### src/rtl/rf_pkg.sv
`default_nettype none
// +--------------------------------------------------------------------------+
// | Module      : rf_pkg                                                     |
// | Description : Shared defaults, queue entry type and one-hot helper for   |
// |               the register-file write controller.                        |
// | Revision    : 1.0                                                        |
// +--------------------------------------------------------------------------+
package rf_pkg;

    localparam int DATA_W = 32;
    localparam int NREG   = 8;
    localparam int AW     = $clog2(NREG);
    localparam int DEPTH  = 4;

    typedef struct packed {
        logic [AW-1:0]     addr;
        logic [DATA_W-1:0] data;
    } rf_entry_t;

    function automatic logic [NREG-1:0] onehot(input logic [AW-1:0] addr);
        logic [NREG-1:0] v;
        v       = '0;
        v[addr] = 1'b1;
        return v;
    endfunction

endpackage
`default_nettype wire

### src/rtl/rf_wq_fifo.sv
`default_nettype none
// +--------------------------------------------------------------------------+
// | Module      : rf_wq_fifo                                                 |
// | Description : Write-queue storage with pointers, occupancy count and an  |
// |               age-ordered view of all entries for read bypass.          |
// | Revision    : 1.0                                                        |
// +--------------------------------------------------------------------------+
module rf_wq_fifo #(
    parameter int W     = 35,
    parameter int DEPTH = 4
) (
    input  logic                     clk,
    input  logic                     reset_n,
    input  logic                     push,
    input  logic [W-1:0]             push_data,
    input  logic                     pop,
    output logic [W-1:0]             head_data,
    output logic [$clog2(DEPTH):0]   count,
    output logic [DEPTH*W-1:0]       view_data,
    output logic [DEPTH-1:0]         view_valid
);

    localparam int PW = $clog2(DEPTH);
    localparam int CW = PW + 1;

    logic [W-1:0]  r_mem [DEPTH];
    logic [PW-1:0] r_wr_ptr;
    logic [PW-1:0] r_rd_ptr;
    logic [CW-1:0] r_count;

    always_ff @(posedge clk or negedge reset_n) begin
        if (!reset_n) begin
            r_wr_ptr <= '0;
            r_rd_ptr <= '0;
            r_count  <= '0;
        end else begin
            if (push) r_wr_ptr <= r_wr_ptr + PW'(1);
            if (pop)  r_rd_ptr <= r_rd_ptr + PW'(1);
            if (push && !pop)
                r_count <= r_count + CW'(1);
            else if (pop && !push)
                r_count <= r_count - CW'(1);
        end
    end

    // Storage carries no reset: occupancy alone decides which slots are live.
    always_ff @(posedge clk) begin
        if (push) r_mem[r_wr_ptr] <= push_data;
    end

    assign head_data = r_mem[r_rd_ptr];
    assign count     = r_count;

    // Slot k of the view is the k-th oldest entry; pointer math wraps with DEPTH.
    for (genvar k = 0; k < DEPTH; k++) begin : g_view
        logic [PW-1:0] w_idx;
        assign w_idx                  = r_rd_ptr + PW'(k);
        assign view_data[k*W +: W]    = r_mem[w_idx];
        assign view_valid[k]          = (CW'(k) < r_count);
    end

endmodule
`default_nettype wire

### src/rtl/rf_write_ctrl.sv
`default_nettype none
// +--------------------------------------------------------------------------+
// | Module      : rf_write_ctrl                                              |
// | Description : Queued register-bank write controller with one-hot drain   |
// |               stage and youngest-first read bypass.                     |
// | Revision    : 1.0                                                        |
// +--------------------------------------------------------------------------+
module rf_write_ctrl #(
    parameter  int DATA_W = rf_pkg::DATA_W,
    parameter  int NREG   = rf_pkg::NREG,
    parameter  int DEPTH  = rf_pkg::DEPTH,
    localparam int AW     = $clog2(NREG)
) (
    input  logic                     clk,
    input  logic                     reset_n,
    input  logic                     wr_valid,
    output logic                     wr_ready,
    input  logic [AW-1:0]            wr_addr,
    input  logic [DATA_W-1:0]        wr_data,
    input  logic                     wr_hold,
    output logic [NREG-1:0]          en,
    output logic [DATA_W-1:0]        d_in,
    input  logic [NREG*DATA_W-1:0]   bank_q,
    input  logic [AW-1:0]            rd_addr,
    output logic [DATA_W-1:0]        rd_data,
    output logic [$clog2(DEPTH):0]   pending,
    output logic                     busy
);

    import rf_pkg::*;

    localparam int EW = AW + DATA_W;
    localparam int CW = $clog2(DEPTH) + 1;

    logic                  w_push;
    logic                  w_pop;
    logic [EW-1:0]         w_head;
    logic [AW-1:0]         w_head_addr;
    logic [DATA_W-1:0]     w_head_data;
    logic [CW-1:0]         w_count;
    logic [DEPTH*EW-1:0]   w_view_data;
    logic [DEPTH-1:0]      w_view_valid;
    logic [AW-1:0]         r_drain_addr;

    // Full blocks a push even when a pop frees a slot on the same edge.
    assign wr_ready = (w_count != CW'(DEPTH));
    assign w_push   = wr_valid && wr_ready;
    assign w_pop    = (w_count != '0) && !wr_hold;

    rf_wq_fifo #(
        .W     (EW),
        .DEPTH (DEPTH)
    ) u_fifo (
        .clk        (clk),
        .reset_n    (reset_n),
        .push       (w_push),
        .push_data  ({wr_addr, wr_data}),
        .pop        (w_pop),
        .head_data  (w_head),
        .count      (w_count),
        .view_data  (w_view_data),
        .view_valid (w_view_valid)
    );

    assign w_head_addr = w_head[EW-1 -: AW];
    assign w_head_data = w_head[DATA_W-1:0];

    always_ff @(posedge clk or negedge reset_n) begin
        if (!reset_n) begin
            en           <= '0;
            d_in         <= '0;
            r_drain_addr <= '0;
        end else if (w_pop) begin
            en           <= NREG'(1) << w_head_addr;
            d_in         <= w_head_data;
            r_drain_addr <= w_head_addr;
        end else begin
            en           <= '0;
        end
    end

    // Oldest source first so that each younger match overrides the previous one.
    always_comb begin
        rd_data = bank_q[rd_addr*DATA_W +: DATA_W];
        if ((en != '0) && (r_drain_addr == rd_addr))
            rd_data = d_in;
        for (int k = 0; k < DEPTH; k++) begin
            if (w_view_valid[k] && (w_view_data[k*EW + DATA_W +: AW] == rd_addr))
                rd_data = w_view_data[k*EW +: DATA_W];
        end
    end

    assign pending = w_count;
    assign busy    = (w_count != '0) || (en != '0);

endmodule
`default_nettype wire

### config.mk
export PLATFORM = sky130hd
export DESIGN_NAME = rf_write_ctrl
export DESIGN_NICKNAME = d
export VERILOG_FILES = /design/src/rtl/rf_pkg.sv /design/src/rtl/rf_wq_fifo.sv /design/src/rtl/rf_write_ctrl.sv
export SDC_FILE = /design/constraint.sdc
export NUM_CORES = 1
export LEC_CHECK = 0
export BUFFER_PORTS_ARGS = -buffer_cell sky130_fd_sc_hd__buf_2
export CAP_MARGIN = 20
export CORE_AREA = 2 2 184 186
export CTS_CLUSTER_DIAMETER = 200
export CTS_CLUSTER_SIZE = 40
export DETAILED_ROUTE_END_ITERATION = 8
export DIE_AREA = 0 0 186 188
export PLACE_DENSITY = 0.66
export SETUP_SLACK_MARGIN = 0.5
export SYNTH_ARGS = -nofsm -noshare
export SYNTH_HDL_FRONTEND = slang
export SYNTH_HIERARCHICAL = 1
export SYNTH_SLANG_ARGS = --single-unit
### constraint.sdc
create_clock -name clk -period 4.99 [get_ports clk]
set_clock_uncertainty 0.15 [all_clocks]
set_input_delay 0.998 -clock clk [delete_from_list [all_inputs] [get_ports clk]]
set_output_delay 0.998 -clock clk [all_outputs]
set_load 0.03 [all_outputs]
# --- Word-level counts from Yosys, hierarchy flattened ---
# Memories as Yosys holds them, arrays and structs flattened.
# Cells that the tools add are included.
op_classes:
  n_addsub: 6
  bitwise: 0
  magnitude_cmp: 4
  eq_ne: 6
  shift: 2
  n_mux: 10
  div_mod_pow: 0
  reduce_logical: 16
  n_mul: 0
op_table:
  columns: ["cell", "n"]
  rows:
  - ["$shiftx A256 B9 Y32", 1]
  - ["$mux W32", 5]
  - ["$eq A3 B3 Y1", 5]
  - ["$logic_and A1 B1 Y1", 9]
  - ["$mux W8", 1]
  - ["$reduce_bool A8 Y1", 1]
  - ["$shl A1 B3 Y8 const A", 1]
  - ["$lt A1 B3 Y1 const A", 2]
  - ["$lt A2 B3 Y1 const A", 2]
  - ["$mux W3", 2]
  - ["$add A2 B1 Y2 const B", 2]
  - ["$add A2 B2 Y2 const B", 2]
  - ["$add A3 B1 Y3 const B", 1]
  - ["$logic_not A1 Y1", 3]
  - ["$ne A3 B3 Y1 const B", 1]
  - ["$reduce_bool A3 Y1", 1]
  - ["$sub A3 B1 Y3 const B", 1]
  - ["$mux W1", 2]
  - ["$reduce_bool A2 Y1", 1]
  - ["$logic_or A1 B1 Y1", 1]
word_totals:
  latchBits: 0
  out_inout_bits: 77
  reg_bits: 50
  ram_bits: 140
  memories: 1
  mem_bits_ro: 0
mem_list:
  columns: ["name", "depth", "word_bits", "read_ports", "rd_ports_with_merged_regs", "wr", "line", "rtl"]
  rows:
  - ["u_fifo.r_mem", 4, 35, 4, 0, 1, "rf_wq_fifo.sv:26", "logic [W-1:0] r_mem [DEPTH];"]

# --- Depth between registers and ports, before layout ---
# Gate-level depths: netlist (run 1).
depth:
  depth_word: 7
  ltp_mapped: 13
  depth_no_buf: 8

# --- Modules after synthesis ---
# The synthesis (run 1) kept the hierarchy.
by_module_without_submodules:
  columns: ["mod", "area_per_inst_um2", "instances", "cells_per_inst", "seq_area_each_um2"]
  rows:
  - ["rf_wq_fifo", 8279.2, 1, 387, 4379.2]
  - ["rf_write_ctrl", 5731.7, 1, 613, 1076.0]

# --- Worst setup path before layout (run 1) ---
# No wires, ideal clock.
synth_path:
  path_kind: "register to output"
  start: "register u_fifo.r_rd_ptr[0]"
  end: "output port rd_data[0]"
  arrival_time_ns: 2.816
  path_stages_with_launch: 14
  setup_slack_ns: 1.026
  path_cell_list: "dfrtp_1 -> buf_6 -> buf_8 -> buf_6 -> buf_4 -> mux4_2 -> buf_4 -> xnor2_1 -> and4_1 -> buf_2 -> nor3_2 -> buf_2 -> o211ai_1 -> o211ai_1"
synth_via:
  elab_chain_len: 7
  elab_cells_between_ends: 16
  classes_between: "add/sub: 3; eq/ne: 4; mux: 4; reduce/logical: 4; memory: 1"
synth_lines:
  columns: ["item", "line", "rtl"]
  rows:
  - ["start: declaration", "rf_wq_fifo.sv:28", "logic [PW-1:0] r_rd_ptr;"]
  - ["start signal: assignment", "rf_wq_fifo.sv:38", "if (pop) r_rd_ptr <= r_rd_ptr + PW'(1);"]
  - ["$mem_v2 Z4 W35", null, null]
  - ["net w_head[34]", "rf_write_ctrl.sv:37", "logic [EW-1:0] w_head;"]
  - ["$eq A3 B3 Y1", "rf_write_ctrl.sv:88", "if (w_view_valid[k] && (w_view_data[k*EW + DATA_W +: AW] == rd_addr))"]
  - ["$logic_and A1 B1 Y1", "rf_write_ctrl.sv:88", null]
  - ["$mux W32 (4 in a row)", "rf_write_ctrl.sv:88", null]
  - ["end: declaration", "rf_write_ctrl.sv:25", "output logic [DATA_W-1:0] rd_data,"]
# The timed path passes the listed nets, and every way through them passes these cells.

# --- Worst setup path in the final report (run 1) ---
layout_path:
  start: "input port rd_addr[1]"
  end: "output port rd_data[26]"
layout_via:
  elab_chain_len: 7
  elab_cells_between_ends: 16
  classes_between: "eq/ne: 5; shift: 1; mux: 5; reduce/logical: 5"
layout_lines:
  columns: ["item", "line", "rtl"]
  rows:
  - ["start: declaration", "rf_write_ctrl.sv:24", "input logic [AW-1:0] rd_addr,"]
  - ["parallel branches: the longest is 6 deep, another holds $shiftx A256 B9 Y32", null, null]
  - ["$mux W32 *", "rf_write_ctrl.sv:88", null]
# Every way passes the cells marked *.

==> results of run 1 <==
[stage by stage]
stage,instances,power [µW],hold WS (ps)
5_1_grt,1777,11300,356
4_1_cts,1753,10700,344
6_report,1778,10800,340
2_1_floorplan,1000,7790,315
3_3_place_gp,1717,9130,320
3_5_place_dp,1719,9220,328
[final timing paths]
path,from,to,slack (ps),depth (start not counted)
hold / removal,d_in[16],d_in[16],340,2
setup reg to reg,u_fifo/r_rd_ptr[0],d_in[27],2580,5
max in group asynchronous,reset_n,u_fifo/r_rd_ptr[1],3570,2
setup / recovery,rd_addr[1],rd_data[26],600,8
hold reg to reg,d_in[16],d_in[16],340,2
min in group asynchronous,reset_n,u_fifo/r_wr_ptr[0],550,2
[repair_timing]
action                     CTS  global route
setup buffers                2             3
setup endpoints to repair   29            11
hold buffers                 0             0
cloned                       0             0
resized for setup            3             9
pin swaps                    0             1
[kinds of logic after synthesis]
family / share of synthesized area
buffers and inverters: 0.0639
and+or+nand+nor: 0.0906
adders and majority gates: 0.00625
muxes: 0.354
DFF: 0.389
xor gates and xnor gates: 0.0131
AOI/OAI and AO/OA: 0.0826
[per-layer routing]
layer  up-vias  share of wire  global-route usage
met5         -        0.00062                   0
met2       555           0.51               0.408
met1      5461           0.36               0.287
li1       4611              -                   -
met3        91          0.080              0.0534
met4         4          0.047               0.133
[area by class of cell]
class | instances | area, µm² | area share
diodes | 20 | 50.0 | 0.00299
multi-input cells | 668 | 7690 | 0.459
well taps | 448 | 561 | 0.0335
inverters | 8 | 30.0 | 0.00179
repair buffers | 412 | 2320 | 0.138
clock buffers | 19 | 433 | 0.0258
flip-flops and latches | 190 | 5460 | 0.326
clock inverters | 13 | 210 | 0.0125
[placed cells by master (no fill, tap or decap), types with 22 or more instances in the layout]
cell / count
buf_2: 372
o211ai_1: 22
a21oi_1: 36
buf_4: 23
nand2_1: 142
edfxtp_1: 140
nand3_1: 32
o211ai_2: 39
mux2_2: 31
nor2_1: 36
a211o_1: 31
mux4_2: 204
nand3b_1: 31
dfrtp_1: 48
[flip-flops by register name (all words and copies together), names as in the netlist]
name / flops
u_fifo/r_wr_ptr: 2
en: 8
u_fifo/count: 3
r_drain_addr: 3
d_in: 32
u_fifo/r_rd_ptr: 2
u_fifo/r_mem: 140
[report_power, final]
group	internal (µW)	switching, µW	leakage [µW]	total (µW)
Combinational	2840	3980	0.00424	6820
Sequential	2150	374	0.00190	2530
Clock	892	582	0.000308	1470
[worst max-delay path: cells and delay by family]
family          cells  cell delay (ps)
mux                 2              820
compound gates      2              380
buf+inv             4             1020
==> impl_results.md, run 1 <==
- Ports: 375
- Starting Density: 0.423
- CTS sink cnt: 190
- Wire length per cell: approximately 25 µm
- # fillers: approximately 2900
- # DRC: 0
- Synth Flop Type: edfxtp_1
- Synth cell types: 42
- Final worst slack: between 500 and 600 ps
- Critical path required time: 3840 ps
- Hold Vio Cnt, Final: 0
- Slew @ Worst Pin: approximately 800 ps
- Final Critical Period: 4390 ps
- Post-synth ARST share: 0.263
- Synthesized area: approximately 14000 µm²
- Seq/Total Area, Yosys: 0.389
- CP Capture Type: output port
- Setup tns final: 0 ps
- Latest clock arrival within the worst-skew pair: roughly 440 ps
- Area Growth Syn to Fin: 19.6%
- Worst hold-check path type: flop to flop
- Port Buf Inserts: 374
- Leading post-synthesis cells by cell area: mux4_2, edfxtp_1, dfrtp_1
- Status: completed
- GPL Wtd Cong: about 0.89
- Leak pwr: about 0.0065 µW
- Total gr overflow: 0
- Slew Limit Headroom: 0.459
- Vias in the first global route: roughly 10000
- Maximum vdd drop: ~0.00034 V
- Post-synth top area cell: mux4_2
- Buffer depth of the longest clock path: 2
- Layout cell share with drive strength beyond 1: 0.559
- Largest net degree at the start of global routing: ~120
- Finished Core Util: 0.506
- Die outline height: 188 µm
- Worst Path Max Fanout: 25
- Clock Pin Slew Worst Setup and Hold Paths: about 70 ps
- YS warnings: 6
- PwrDens: between 600 and 700 nW/µm²
- CP max stage delay: slightly above 500 ps
- RSZ-0062 raised after global routing: yes
- Fin nets: approximately 1600
- First-pass GRT wire length: around 62 mm
- Pre-CTS WS: about 610 ps
- CTS HTree Levels: 4
- FP Rows: 67
- Total routing usage reported by global routing: 0.242
- Worst Setup Start Kind: input port
- Detailed Route WL: around 44 mm
- Hpwl dp: roughly 32 mm
- Final number of setup-violating endpoints: 0
- Critical path class: input port to output port
- First drt pass iteration count: 5
- Initial antenna violation count: 23
- Syn_area_per_cell: between 10 and 15 µm²
- Post-synth top area share: 0.328
- CTS tree: done
- Max-Cap Viols: 0
- CORE AREA: 33100 µm²
- Final Slew Violations: 0
- Fmax achieved: 228 MHz
- Crit-path slowest cell: mux4_2
- Full die area: 35000 µm²
- Antenna Nets Post-Route: 0
- Vias/cell: roughly 6.0
- Cells after Synth: 1000
- Syn_nets: ~1300
- CTS buffer count: 17
- DR vias: 10722
- Tcrit/Tclk final: 0.881
- Synth cell count leaders: mux4_2, nand2_1, edfxtp_1
- Initial DRC count: just under 900
- Root Driver: clkbuf_16
- Number of synthesized flops with an enable pin: 140
- Crit path cell chain: buf_4, buf_12, buf_12, mux4_2, mux2_2, o211ai_2, o211ai_2, buf_2
- Die Wd: about 190 µm
- Count leader, synth: mux4_2
- Final Instance Area: 16800 µm²
- Placed Area: approximately 16000 µm²
- Synthesized flop and latch total: 190
- Arr. time, crit path: ~3300 ps
Note: power is estimated with default switching activity, not from simulation.
==> inputs of run 2 (changes only) <==
--- a/config.mk
+++ b/config.mk
@@ -5,14 +5,14 @@
 export SDC_FILE = /design/constraint.sdc
 export NUM_CORES = 1
 export LEC_CHECK = 0
-export BUFFER_PORTS_ARGS = -buffer_cell sky130_fd_sc_hd__buf_2
 export CAP_MARGIN = 20
 export CORE_AREA = 2 2 184 186
 export CTS_CLUSTER_DIAMETER = 200
 export CTS_CLUSTER_SIZE = 40
 export DETAILED_ROUTE_END_ITERATION = 8
 export DIE_AREA = 0 0 186 188
-export PLACE_DENSITY = 0.66
+export DONT_BUFFER_PORTS = 1
+export PLACE_DENSITY = 0.56
 export SETUP_SLACK_MARGIN = 0.5
 export SYNTH_ARGS = -nofsm -noshare
 export SYNTH_HDL_FRONTEND = slang
==> run 2 against run 1 <==
Compared with the run above: combinational power is 1% lower; via count decreased by 13%; count of clock-buffer cells in the layout up 1; critical path type is now flop to output port; largest power group unchanged.
==> impl_results.md, run 2 (synthesis results as in run 1) <==
- Status: completed (unchanged)
- Regs by FF count: u_fifo/r_mem (140), d_in (32), en (8) (unchanged)
- Max-Cap Viols: 0 (unchanged)
- # fillers: 2899 (was 2854)
- Multi-input logic area: 7690 µm² (about the same)
- Tcrit/Tclk final: 0.875 (was 0.881)
- Die Wd: 186 µm (unchanged)
- Final Critical Period: 4370 ps (was 4390 ps)
- Port Buf Inserts: 0 (was 374)
- Worst hold-check path type: input port to async pin (was flop to flop)
- Die outline height: 188 µm (unchanged)
- Worst Path Max Fanout: 29 (was 25)
- Vias/cell: 6.56 (was 6.03)
- Initial antenna violation count: 16 (was 23)
- CP Capture Type: output port (unchanged)
- Vias in the first global route: 9010 (was 10255)
- Initial DRC count: 918 (was 893)
- Starting Density: 0.423 (unchanged)
- CTS buffer count: 17 (unchanged)
- GPL Wtd Cong: 0.839 (was 0.887)
- Layout cell share with drive strength beyond 1: 0.400 (was 0.559)
- Buffer depth of the longest clock path: 2 (unchanged)
- Fin nets: 1260 (was 1602)
- Final Slew Violations: 0 (unchanged)
- PwrDens: 726 nW/µm² (was 646 nW/µm²)
- # DRC: 0 (unchanged)
- RSZ-0062 raised after global routing: no (was yes)
- FF+latch area: 5460 µm² (unchanged)
- Clock Pin Slew Worst Setup and Hold Paths: 70 ps (about the same)
- Critical path class: flop to output port (was input port to output port)
- Total routing usage reported by global routing: 0.249 (was 0.242)
- Total power draw: 11000 µW (was 10800 µW)
- CTS tree: done (unchanged)
- Total gr overflow: 0 (unchanged)
- CTS HTree Levels: 4 (unchanged)
- Worst Setup Start Kind: flop (was input port)
- Hpwl dp: 31.8 mm (was 32.5 mm)
- Antenna Nets Post-Route: 0 (unchanged)
- Full die area: 35000 µm² (unchanged)
- Arr. time, crit path: 3220 ps (was 3250 ps)
- Detailed Route WL: 44.8 mm (was 43.8 mm)
- Most flops, register: u_fifo/r_mem (unchanged)
- First drt pass iteration count: 6 (was 5)
- Slew @ Worst Pin: 948 ps (was 811 ps)
- Latest clock arrival within the worst-skew pair: 440 ps (about the same)
- Critical path required time: 3840 ps (about the same)
- FP Rows: 67 (unchanged)
- CTS sink cnt: 190 (unchanged)
- Maximum vdd drop: 0.000449 V (was 0.000344 V)
- Final number of setup-violating endpoints: 0 (unchanged)
- Largest register FFs: 140 (unchanged)
- Fmax achieved: 229 MHz (was 228 MHz)
- Slew Limit Headroom: 0.368 (was 0.459)
- Area Growth Syn to Fin: 7.81% (was 19.6%)
- Wire length per cell: 31.4 µm (was 24.6 µm)
- First-pass GRT wire length: 62.3 mm (was 62.2 mm)
- Largest net degree at the start of global routing: 110 (was 119)
- DR vias: 9362 (was 10722)
- Most frequent cells in the layout: mux4_2, nand2_1, edfxtp_1, dfrtp_1, buf_4 (was buf_2, mux4_2, nand2_1, edfxtp_1, dfrtp_1)
- Setup tns final: 0 ps (unchanged)
- CORE AREA: 33100 µm² (unchanged)
- Leak pwr: 0.00510 µW (was 0.00645 µW)
- Root Driver: clkbuf_16 (unchanged)
- Ports: 375 (unchanged)
- Commonest non-fill, non-tap cell in the layout: mux4_2 (was buf_2)
- Hold Vio Cnt, Final: 0 (unchanged)
==> run 2: changes by cell type in the layout (fill, tap and decap cells not counted), sizes merged <==
cell	delta
buf	-342
diode	-7
bufinv	-2
clkinvlp	+2
clkbuf	+1
clkinv	-1
inv	-1
==> run 2: what timing repair did <==
action / 4_1_cts / 5_1_grt
pin swaps: 1 / 3
buffers inserted: 3 / 10
cloned: 0 / 1
resized for setup: 4 / 9
hold buffers: 0 / 0
setup endpoints to repair: 32 / 20
==> run 2: worst paths after layout <==
kind                       slack (ps)              end          startpoint  depth (start not counted)
setup / recovery                  620      rd_data[19]  u_fifo/r_rd_ptr[0]                          9
hold / removal                     90         d_in[27]             reset_n                          0
setup reg to reg                 1240  u_fifo/count[2]     u_fifo/count[2]                          8
hold reg to reg                   350  r_drain_addr[1]     r_drain_addr[1]                          2
max in group asynchronous        4490         d_in[16]             reset_n                          0
min in group clk                  350  r_drain_addr[1]     r_drain_addr[1]                          2
==> run 2: report_power, final <==
part	leakage (µW)	switching (µW)	internal [µW]
combinational	0.00293	3640	3100
sequential	0.00190	703	2150
clock	0.000268	596	782
==> run 2: through the flow <==
stage / std cells / util / worst slack [ps] / area, µm² / hold WS, ps
after floorplan: 1000 / - / 1030 / 14000 / 315
after global placement: 1367 / 0.430 / 820 / 14200 / 332
after detailed placement: 1369 / 0.431 / 783 / 14300 / 341
after CTS: 1403 / 0.450 / 511 / 14900 / 75.7
after global routing: 1426 / 0.456 / 486 / 15100 / 72.2
final: 1428 / 0.456 / 624 / 15100 / 91.5
==> run 2: area by class of cell <==
cell class / count / area share
antenna: 13 / 0.00215
clock buffer: 20 / 0.0289
clock inverter: 11 / 0.00944
inverter: 8 / 0.00199
multi-input combinational: 668 / 0.509
sequential: 190 / 0.362
tap: 448 / 0.0371
timing repair buffer: 70 / 0.0498
==> run 2: layer usage <==
metal  GRT usage  up-vias  share of wire
met5           0        -              0
met4      0.0990        0          0.026
met3      0.0449       56          0.079
met2       0.418      481           0.51
met1       0.319     4907           0.39
li1            -     3918              -
==> run 2: critical path: stages (launching register included) <==
cell and delay, ps:
dfrtp_4 440, buf_4 180, mux4_2 540, xor2_2 180, or4b_1 560, buf_6 240, nand3_1 120, a211o_1 130
o211ai_2 160, buf_12 190
==> inputs of run 3 (changes only) <==
==> constraint.sdc (replaced) <==
create_clock -name clk -period 4.99 [get_ports clk]
set_clock_uncertainty 0.15 [all_clocks]
set_input_delay 0.7485 -clock clk [delete_from_list [all_inputs] [get_ports clk]]
set_output_delay 0.7485 -clock clk [all_outputs]
set_load 0.03 [all_outputs]
==> run 3 against run 2 <==
Compared with the run above: maximum frequency rose by 2.2%; power fell by 1.2%; count of clock-buffer cells in the layout fell by 3; via count rose by 0.34%; final cell count fell by 0.28%; highest routed layer unchanged; global-route usage rose by 0.70 points; utilization fell by 0.29 points.
==> impl_results.md, run 3 (synthesis results as in run 1) <==
- Slew @ Worst Pin: 940 ps (was 948 ps)
- Vias/cell: 6.60 (was 6.56)
- CTS buffer count: 17 (unchanged)
- Crit-path slowest cell: dfrtp_4 (was or4b_1)
- Worst Setup Start Kind: flop (unchanged)
- Total power draw: 10800 µW (was 11000 µW)
- Pre-CTS WS: 790 ps (was 783 ps)
- Die Wd: 186 µm (unchanged)
- CP Capture Type: output port (unchanged)
- Starting Density: 0.423 (unchanged)
- Die outline height: 188 µm (unchanged)
- Initial DRC count: 919 (was 918)
- Fin nets: 1252 (was 1260)
- Ports: 375 (unchanged)
- GPL Wtd Cong: 0.861 (was 0.839)
- Most frequent cells in the layout: mux4_2, nand2_1, edfxtp_1, dfrtp_1, buf_4 (unchanged)
- Wire length per cell: 31.9 µm (was 31.4 µm)
- Largest register FFs: 140 (unchanged)
- Setup tns final: 0 ps (unchanged)
- Maximum vdd drop: 0.000567 V (was 0.000449 V)
- Arr. time, crit path: 3370 ps (was 3220 ps)
- Critical path required time: 4090 ps (was 3840 ps)
- Critical path class: flop to output port (unchanged)
- Regs by FF count: u_fifo/r_mem (140), d_in (32), en (8) (unchanged)
- CP most frequent cell: buf_4
- Area Growth Syn to Fin: 7.13% (was 7.81%)
- Most flops, register: u_fifo/r_mem (unchanged)
- Total gr overflow: 0 (unchanged)
- DR vias: 9394 (was 9362)
- CP Launch Point: u_fifo/r_rd_ptr[1] (was u_fifo/r_rd_ptr[0])
- First-pass GRT wire length: 64.2 mm (was 62.3 mm)
- Reg2reg start: u_fifo/count[0] (was u_fifo/count[2])
- CTS sink cnt: 190 (unchanged)
- Hpwl dp: 32.9 mm (was 31.8 mm)
- Tcrit/Tclk final: 0.856 (was 0.875)
- Max-Cap Viols: 0 (unchanged)
- PwrDens: 722 nW/µm² (was 726 nW/µm²)
- Latest clock arrival within the worst-skew pair: 440 ps (about the same)
- CTS tree: done (unchanged)
- Final Slew Violations: 0 (unchanged)
- # DRC: 0 (unchanged)
- Worst r2r dst: u_fifo/r_mem[2][4] (was u_fifo/count[2])
- Final worst slack: 719 ps (was 624 ps)
- Reg2reg path depth: 5 (was 8)
- Root Driver: clkbuf_16 (unchanged)
- Port Buf Inserts: 0 (unchanged)
- Status: completed (unchanged)
- CTS HTree Levels: 4 (unchanged)
- CORE AREA: 33100 µm² (unchanged)
- Worst hold-check path type: input port to async pin (unchanged)
- Vias in the first global route: 9232 (was 9010)
- Full die area: 35000 µm² (unchanged)
- Largest net degree at the start of global routing: 82 (was 110)
- Initial antenna violation count: 21 (was 16)
- RSZ-0062 raised after global routing: no (unchanged)
- Layout cell share with drive strength beyond 1: 0.399 (was 0.400)
- Hold Vio Cnt, Final: 0 (unchanged)
- Crit path cell chain: mux4_2, xor2_1, nor4b_4, buf_4, a21oi_1, a211o_1, o211ai_1, buf_4 (was buf_4, mux4_2, xor2_2, or4b_1, buf_6, nand3_1, a211o_1, o211ai_2, buf_12)
- Final Critical Period: 4270 ps (was 4370 ps)
- Worst Path Max Fanout: 33 (was 29)
- FP Rows: 67 (unchanged)
- Commonest non-fill, non-tap cell in the layout: mux4_2 (unchanged)
- Clock Pin Slew Worst Setup and Hold Paths: 70 ps (about the same)
- Final number of setup-violating endpoints: 0 (unchanged)
- CP max stage delay: 530 ps (was 560 ps)
- Leak pwr: 0.00507 µW (was 0.00510 µW)
- First drt pass iteration count: 5 (was 6)
- Total routing usage reported by global routing: 0.256 (was 0.249)
- Fmax achieved: 234 MHz (was 229 MHz)
- Slew Limit Headroom: 0.373 (was 0.368)
- Detailed Route WL: 45.4 mm (was 44.8 mm)
- Critical Path Sink: rd_data[3] (was rd_data[19])
- R2r setup slk: 1780 ps (was 1240 ps)
- Buffer depth of the longest clock path: 2 (unchanged)
- Antenna Nets Post-Route: 0 (unchanged)
## run 3: changes by cell type in the layout (fill, tap and decap cells not counted), sizes merged
cell and delta:
clkbuf -4, clkinvlp -1, diode +3, buf -7, clkinv +1, inv +5, bufinv -1
## run 3: stage by stage
step / instance area, µm² / util / std cells / hold slack [ps]
6_report: 15000 / 0.453 / 1424 / 25.3
5_1_grt: 15000 / 0.453 / 1423 / 25.9
4_1_cts: 14900 / 0.451 / 1406 / 23.7
3_5_place_dp: 14200 / 0.430 / 1370 / 306
3_3_place_gp: 14200 / 0.430 / 1369 / 306
2_1_floorplan: 14000 / - / 1000 / 303
## run 3: worst min-delay path by stage
stage	from	to	slack, ps
floorplan	reset_n	d_in[0]	300
global placement	reset_n	d_in[30]	310
CTS	reset_n	u_fifo/r_wr_ptr[1]	20
finish	reset_n	d_in[26]	30
detailed placement	reset_n	d_in[27]	310
global route	reset_n	d_in[20]	30
## run 3: timing repair
action / in CTS / in global routing
gates cloned: 0 / 0
hold buffers: 1 / 0
endpoints found under the hold margin: 50 / 0
resized for setup: 0 / 1
pin swaps: 0 / 0
setup buffers: 3 / 1
endpoints found under the setup margin: 31 / 4
## run 3: final cells by class
| type | count | area, µm² |
|---|---|---|
| clock buffers | 17 | 425 |
| diodes | 16 | 40.0 |
| repair buffers | 62 | 661 |
| multi-input cells | 668 | 7670 |
| clock inverters | 15 | 158 |
| flip-flops and latches | 190 | 5460 |
| well taps | 448 | 561 |
| inverters | 8 | 30.0 |
| fillers | 2942 | 18100 |
## run 3: layer usage
metal  track usage  vias up  share of wire
li1              -     3908              -
met1         0.331     4958           0.39
met2         0.413      471           0.50
met3        0.0625       57          0.085
met4         0.104        0          0.020
met5             0        -              0
## run 3: where the power goes
group	total [µW]	switching (µW)	internal, µW
logic	6570	3590	2980
clock network	1380	631	746
registers	2890	745	2150
## run 3: critical path, delay by kind of cell, from the launching register on
kind / cells / cell delay, ps
buf+inv: 2 / 720
compound gates: 3 / 570
flops: 1 / 530
mux: 1 / 530
simple gates: 1 / 360
xor+xnor: 1 / 180
